<file path="src/rtl/noc_arb_pkg.sv">
// noc_arb_pkg: shared NoC arbitration types.
//   NOC_DATA_WIDTH / MSG_LENGTH_WIDTH : flit and length-field widths
//   noc_hdr_flit                      : header flit layout (msg_len field)
//   noc_arb_state_e                   : arbiter states, reused by sibling arbiters
//   hdr_msg_len()                     : msg_len extraction through the header struct
package noc_arb_pkg;

    localparam int unsigned NOC_DATA_WIDTH   = 64;
    localparam int unsigned MSG_LENGTH_WIDTH = 8;

    // Header flit, MSB first; fixed fields sum to NOC_DATA_WIDTH.
    typedef struct packed {
        logic [13:0]                 dst_chipid;
        logic [7:0]                  dst_x;
        logic [7:0]                  dst_y;
        logic [3:0]                  dst_fbits;
        logic [MSG_LENGTH_WIDTH-1:0] msg_len;
        logic [7:0]                  msg_type;
        logic [7:0]                  mshrid;
        logic [5:0]                  options;
    } noc_hdr_flit;

    typedef enum logic [1:0] {
        ARB      = 2'd0,
        HDR_HOLD = 2'd1,
        PAYLOAD  = 2'd2
    } noc_arb_state_e;

    // Payload length of a header flit.
    function automatic logic [MSG_LENGTH_WIDTH-1:0] hdr_msg_len(
        input logic [NOC_DATA_WIDTH-1:0] flit
    );
        noc_hdr_flit hdr;
        hdr = noc_hdr_flit'(flit);
        return hdr.msg_len;
    endfunction

endpackage

</file>
<file path="src/rtl/noc_msg_arbiter_rr_pick.sv">
// rr_pick: combinational round-robin picker.
//   req     : request vector
//   ptr     : highest-priority index
//   winner  : first requester at or after ptr (wrapping); ptr when none
//   any_req : at least one request present
module rr_pick #(
    parameter int unsigned NUM_SRCS = 4,
    parameter int unsigned SRC_W    = $clog2(NUM_SRCS)
) (
    input  logic [NUM_SRCS-1:0] req,
    input  logic [SRC_W-1:0]    ptr,
    output logic [SRC_W-1:0]    winner,
    output logic                any_req
);

    // (base + off) mod NUM_SRCS, valid for base < NUM_SRCS and off < NUM_SRCS.
    function automatic logic [SRC_W-1:0] wrap_add(
        input logic [SRC_W-1:0] base,
        input int unsigned      off
    );
        int unsigned sum;
        sum = 32'(base) + off;
        if (sum >= NUM_SRCS) begin
            sum = sum - NUM_SRCS;
        end
        return SRC_W'(sum);
    endfunction

    // Scan farthest-from-ptr first so the nearest requester is written last.
    always_comb begin
        winner  = ptr;
        any_req = 1'b0;
        for (int unsigned i = 0; i < NUM_SRCS; i++) begin
            if (req[wrap_add(ptr, NUM_SRCS - 1 - i)]) begin
                winner  = wrap_add(ptr, NUM_SRCS - 1 - i);
                any_req = 1'b1;
            end
        end
    end

endmodule

</file>
<file path="src/rtl/noc_msg_arbiter.sv">
// noc_msg_arbiter: message-atomic round-robin arbiter for one NoC output.
//   clk, rst_n    : clock, async active-low reset
//   src_arb_val   : per-source flit valid
//   src_arb_data  : per-source flit
//   arb_src_rdy   : per-source ready (one-hot or zero)
//   arb_dst_val   : output flit valid
//   arb_dst_data  : output flit (zero-latency mux)
//   dst_arb_rdy   : downstream ready
//   arb_gnt_idx   : current winner in ARB, locked source otherwise
//   arb_busy      : locked onto a source (HDR_HOLD or PAYLOAD)
module noc_msg_arbiter
    import noc_arb_pkg::*;
#(
    parameter int unsigned NUM_SRCS = 4,
    parameter int unsigned SRC_W    = $clog2(NUM_SRCS)
) (
    input  logic                                    clk,
    input  logic                                    rst_n,
    input  logic [NUM_SRCS-1:0]                     src_arb_val,
    input  logic [NUM_SRCS-1:0][NOC_DATA_WIDTH-1:0] src_arb_data,
    output logic [NUM_SRCS-1:0]                     arb_src_rdy,
    output logic                                    arb_dst_val,
    output logic [NOC_DATA_WIDTH-1:0]               arb_dst_data,
    input  logic                                    dst_arb_rdy,
    output logic [SRC_W-1:0]                        arb_gnt_idx,
    output logic                                    arb_busy
);

    localparam int unsigned LEN_W = MSG_LENGTH_WIDTH;

    noc_arb_state_e      state_q, state_d;
    logic [SRC_W-1:0]    rr_ptr_q, rr_ptr_d;
    logic [SRC_W-1:0]    gnt_q, gnt_d;
    logic [LEN_W-1:0]    flits_sent_q, flits_sent_d;
    logic [LEN_W-1:0]    locked_len_q, locked_len_d;

    logic [SRC_W-1:0]    win_c;
    logic                any_req_c;
    logic [SRC_W-1:0]    sel_c;
    logic [LEN_W-1:0]    hdr_len_c;
    logic                dst_val_c;
    logic [NUM_SRCS-1:0] src_rdy_c;
    logic                accept_c;

    function automatic logic [SRC_W-1:0] next_idx(input logic [SRC_W-1:0] idx);
        return (idx == SRC_W'(NUM_SRCS - 1)) ? '0 : idx + 1'b1;
    endfunction

    rr_pick #(
        .NUM_SRCS (NUM_SRCS),
        .SRC_W    (SRC_W)
    ) u_rr_pick (
        .req     (src_arb_val),
        .ptr     (rr_ptr_q),
        .winner  (win_c),
        .any_req (any_req_c)
    );

    // State and bookkeeping registers.
    always_ff @(posedge clk or negedge rst_n) begin
        if (!rst_n) begin
            state_q      <= ARB;
            rr_ptr_q     <= '0;
            gnt_q        <= '0;
            flits_sent_q <= '0;
            locked_len_q <= '0;
        end else begin
            state_q      <= state_d;
            rr_ptr_q     <= rr_ptr_d;
            gnt_q        <= gnt_d;
            flits_sent_q <= flits_sent_d;
            locked_len_q <= locked_len_d;
        end
    end

    // Source selection, handshake and next-state logic.
    always_comb begin
        state_d      = state_q;
        rr_ptr_d     = rr_ptr_q;
        gnt_d        = gnt_q;
        flits_sent_d = flits_sent_q;
        locked_len_d = locked_len_q;
        src_rdy_c    = '0;

        sel_c     = (state_q == ARB) ? win_c : gnt_q;
        hdr_len_c = hdr_msg_len(src_arb_data[sel_c]);

        if (state_q == ARB) begin
            dst_val_c = any_req_c;
            if (any_req_c) begin
                src_rdy_c[sel_c] = dst_arb_rdy;
            end
        end else begin
            dst_val_c        = src_arb_val[gnt_q];
            src_rdy_c[gnt_q] = dst_arb_rdy;
        end

        accept_c = dst_val_c & dst_arb_rdy;

        case (state_q)
            ARB, HDR_HOLD: begin
                if (accept_c) begin
                    if (hdr_len_c == '0) begin
                        state_d  = ARB;
                        rr_ptr_d = next_idx(sel_c);
                    end else begin
                        state_d      = PAYLOAD;
                        gnt_d        = sel_c;
                        flits_sent_d = '0;
                        locked_len_d = hdr_len_c;
                    end
                end else if (state_q == ARB && any_req_c) begin
                    // Freeze the grant so the offered header stays stable.
                    state_d = HDR_HOLD;
                    gnt_d   = win_c;
                end
            end
            PAYLOAD: begin
                if (accept_c) begin
                    flits_sent_d = flits_sent_q + 1'b1;
                    // flits_sent_q < locked_len_q here, so +1 cannot wrap.
                    if (LEN_W'(flits_sent_q + 1'b1) == locked_len_q) begin
                        state_d  = ARB;
                        rr_ptr_d = next_idx(gnt_q);
                    end
                end
            end
            default: begin
                state_d = ARB;
            end
        endcase
    end

    // Outputs are forced to zero for as long as reset is asserted.
    assign arb_dst_val  = rst_n & dst_val_c;
    assign arb_src_rdy  = rst_n ? src_rdy_c : '0;
    assign arb_dst_data = (rst_n && dst_val_c) ? src_arb_data[sel_c] : '0;
    assign arb_gnt_idx  = rst_n ? sel_c : '0;
    assign arb_busy     = rst_n & (state_q != ARB);

endmodule
</file>
<file path="config.mk">
export PLATFORM = sky130hd
export DESIGN_NAME = noc_msg_arbiter
export DESIGN_NICKNAME = d
export VERILOG_FILES = /design/src/rtl/noc_arb_pkg.sv /design/src/rtl/noc_msg_arbiter_rr_pick.sv /design/src/rtl/noc_msg_arbiter.sv
export SDC_FILE = /design/constraint.sdc
export NUM_CORES = 1
export LEC_CHECK = 0
export ABC_AREA = 1
export CAP_MARGIN = 0
export CELL_PAD_IN_SITES_DETAIL_PLACEMENT = 0
export CELL_PAD_IN_SITES_GLOBAL_PLACEMENT = 1
export CORE_MARGIN = 2
export CORE_UTILIZATION = 21
export DETAILED_ROUTE_END_ITERATION = 16
export PLACE_DENSITY = 0.95
export RECOVER_POWER = 100
export SYNTH_ARGS = -nofsm -noshare
export SYNTH_HDL_FRONTEND = slang
export SYNTH_SLANG_ARGS = --single-unit
</file>
<file path="constraint.sdc">
create_clock -name clk -period 6.8 [get_ports clk]
set_clock_uncertainty 0.1 [all_clocks]
set_input_delay 0.68 -clock clk [delete_from_list [all_inputs] [get_ports clk]]
set_output_delay 0.68 -clock clk [all_outputs]
set_load 0.05 [all_outputs]
</file>
==> run summary <==
The run finished with clean final reports. The critical path in this run is classified as primary input to output pin. The gate count of the mapped netlist is 749. The global router's overall resource usage is 19.0%.

Max-slew violation total from the final report: 0. The number of storage elements in the synthesis netlist was 22; the final-report setup violation count was 0. The logs give 6003 for the total vias in the final route and 3 for the number of antenna violations at the first check in global routing.

Leaving out fill and tap cells, the most frequent cell in the layout is nand2_1. After global routing the overflow that remains totals 0. Clock tree synthesis selected as its root buffer the cell clkbuf_16. The design draws 0.00416 W.

Leaving out fill and tap cells, the most frequent cells in the layout are 384 x nand2_1, 264 x clkdlybuf4s50_1, 110 x nand3_1. The fraction of the cycle the final worst path needs was 83.8%. The total of max-cap violations came out at 0.

At the placement stage, the worst setup path has a slack of 1.68 ns. In this run the vertical extent of the chip is 141 microns. The tools report the worst path arrival time as 4.92 ns. Of all nets on the critical path, the largest fanout is 67. The final critical-path required period is 5.70 ns, and the worst slew margin relative to its limit is 10.3%. The clock tree buffer depth is 2.

Path category of the worst min-delay check: register to register. TritonCTS built the clock tree. The reported leakage power was 3.39 nW. In this run the power density over the cells is 555 nW/um^2.

Routability-driven placement finished with a final weighted congestion of 0.879. The post-synthesis average cell area came out at 5.23 sq um. The first routing iteration left 312 violations.

From left edge to right edge, the die measures 141 microns. The largest voltage drop on the vdd net was 0.000348 V. The worst setup path is captured at an output pin. The number of hold buffers added after CTS was 0.

The number of different library cells used by synthesis comes to 34. The pin count of the biggest net entering global routing came out at 68. Across all setup checks in the final design, the least slack found is 1.10 ns. The count of clock tree sinks was 22; the number of hold-slack violations in the final timing report was 0. The final core area utilization came out at 41.3%. The number of setup buffers added after CTS is 0. The area growth from synthesis to layout is 91.0%.

After clock tree synthesis, the clock-pin slew on the worst setup and hold paths is 0.06 ns. For this run, the detailed router's first-pass iteration total came to 10. For the post-cts gate resize count, the log shows 0. The logs give 5945 for the number of global-route vias before repair and 6.02 ns for the required time at the endpoint of the critical path. In this run the tool buffered the top-level ports with 334 buffer cells. The net count of the finished layout is 1318. Counting every net in the synthesized netlist gives 1021. The area of the die is 19800 sq um. The logs give 49 for the number of rows created at floorplan and 19.8 mm for the sum of routed wire length over all layers.

The proportion of synthesized flip-flops having asynchronous set or reset is 100%, and the area inside the core boundary is 18100 sq um. The first global-routing pass estimated 30.7 mm of wire. The logs give 3920 sq um for the cell area after technology mapping and 0 for the total DRC errors in the routed layout. For this run, the leading register cell type out of synthesis is dfrtp_1. After synthesis, flip-flops and latches occupy 14.0% of the total area.

The logs give 335 for the number of top-level pins and 21.6% for the starting density of the core. The measured slew at the worst slew-check pin came out at 1.35 ns. For this run, the top clock speed supported by timing is 175 MHz.

Cells with a size suffix above 1 make up 3.06% of the layout. The synthesized design contains 0 enable-type register cells. In the routed layout, each cell is associated on average with a via count of 4.70. In the final routed layout, each cell accounts on average for 15.5 microns. In the final timing run, aggregate negative setup slack is 0 ns. Setup repair after global routing left no endpoint under its margin.

Yosys printed 0 warnings. The kind of start point of the critical path was a primary input. The later pin in the worst-skew pair is clocked with a latency of 0.26 ns.

The CTS H-tree depth came out at 1. The number of nets with antenna violations after routing was 0; the placed wire-length estimate after detailed placement was 15.4 mm. Clock tree synthesis inserted a total of 3 buffers.
## cell type report
type	instances	area [sq um]
antenna	3	7.51
clock buffer	3	75.1
clock inverter	1	30.0
multi-input combinational	647	2990
sequential	22	551
fill	1954	10700
inverter	29	115
timing repair buffer	343	3430
tap	229	287
## synth_stat cells (2+ instances only)
master / instances / area [sq um]
clkbuf_1: 29 / 109
nand3_2: 2 / 20.0
xnor2_1: 6 / 52.6
nor2_4: 2 / 22.5
nor2_2: 2 / 12.5
clkinv_1: 2 / 7.51
nand2_2: 6 / 37.5
buf_1: 5 / 18.8
o21ai_0: 6 / 30.0
nor3_1: 2 / 10.0
nand3_4: 2 / 35.0
inv_1: 23 / 86.3
nand4_1: 7 / 43.8
a21oi_1: 8 / 40.0
or2_2: 2 / 12.5
nand2_1: 382 / 1430
o21ai_1: 9 / 45.0
nor2_1: 24 / 90.1
a31oi_1: 59 / 369
inv_2: 3 / 11.3
buf_6: 5 / 56.3
buf_2: 9 / 45.0
nand3_1: 108 / 541
xor2_1: 5 / 43.8
buf_4: 3 / 22.5
dfrtp_1: 22 / 551
ha_1: 9 / 113
## cells by family after synthesis
kind of cell / share of synthesized area [%]
AOI/OAI and AO/OA: 13.0
xor gates and xnor gates: 2.46
muxes: 0.255
buffers and inverters: 9.32
and+or+nand+nor: 58.1
DFF: 14.0
adders and majority gates: 2.87
## stage by stage
step                      hold slack [ns]  cell area (sq um)  cells
after floorplan                     0.284               3920    749
after global placement              0.399               7420   1270
after detailed placement            0.413               7420   1270
after CTS                           0.427               7520   1274
after global routing                0.453               7490   1277
final                               0.415               7490   1277
## where the power goes
group          internal (W)  leakage, nW  switching [W]
clock network      0.000117       0.0511      0.0000515
logic               0.00110         3.06        0.00265
registers          0.000177        0.282      0.0000613
total               0.00139         3.39        0.00277
## routing by layer
layer,wire [microns],up-vias,GRT usage (%)
met4,709,0,6.89
met2,9840,234,33.6
met5,0,-,0
met1,7990,2676,23.0
li1,-,3050,-
met3,1260,43,3.53
## final timing paths
kind                       slack, ns             from                to  depth (start not counted)
min in group asynchronous       1.15            rst_n       rr_ptr_q[1]                          2
min                             0.42  locked_len_q[4]   locked_len_q[4]                          2
max in group asynchronous       4.66            rst_n   locked_len_q[0]                          2
min reg2reg                     0.42  locked_len_q[4]   locked_len_q[4]                          2
max reg2reg                     2.07      rr_ptr_q[0]   flits_sent_q[4]                         20
max                             1.10   src_arb_val[3]  arb_dst_data[19]                         17
## sequential cells by signal (all words and copies together) (netlist names)
register      count
gnt_q             2
rr_ptr_q          2
state_q           2
flits_sent_q      8
locked_len_q      8
## critical path: stages
cell,delay [ns]
dlygate4sd3_1,0.54
inv_1,0.07
o21ai_0,0.22
nand2_1,0.09
nand2_1,0.09
nand2_1,0.07
nand2_2,0.07
nand2_1,0.06
nand2_1,0.08
nand3_1,0.56
nand2_4,0.26
buf_4,0.55
nand2_1,0.14
nand3_1,0.12
nand2_1,0.05
a31oi_1,0.35
clkdlybuf4s50_1,0.88
Power figures use the tool's default switching activity.
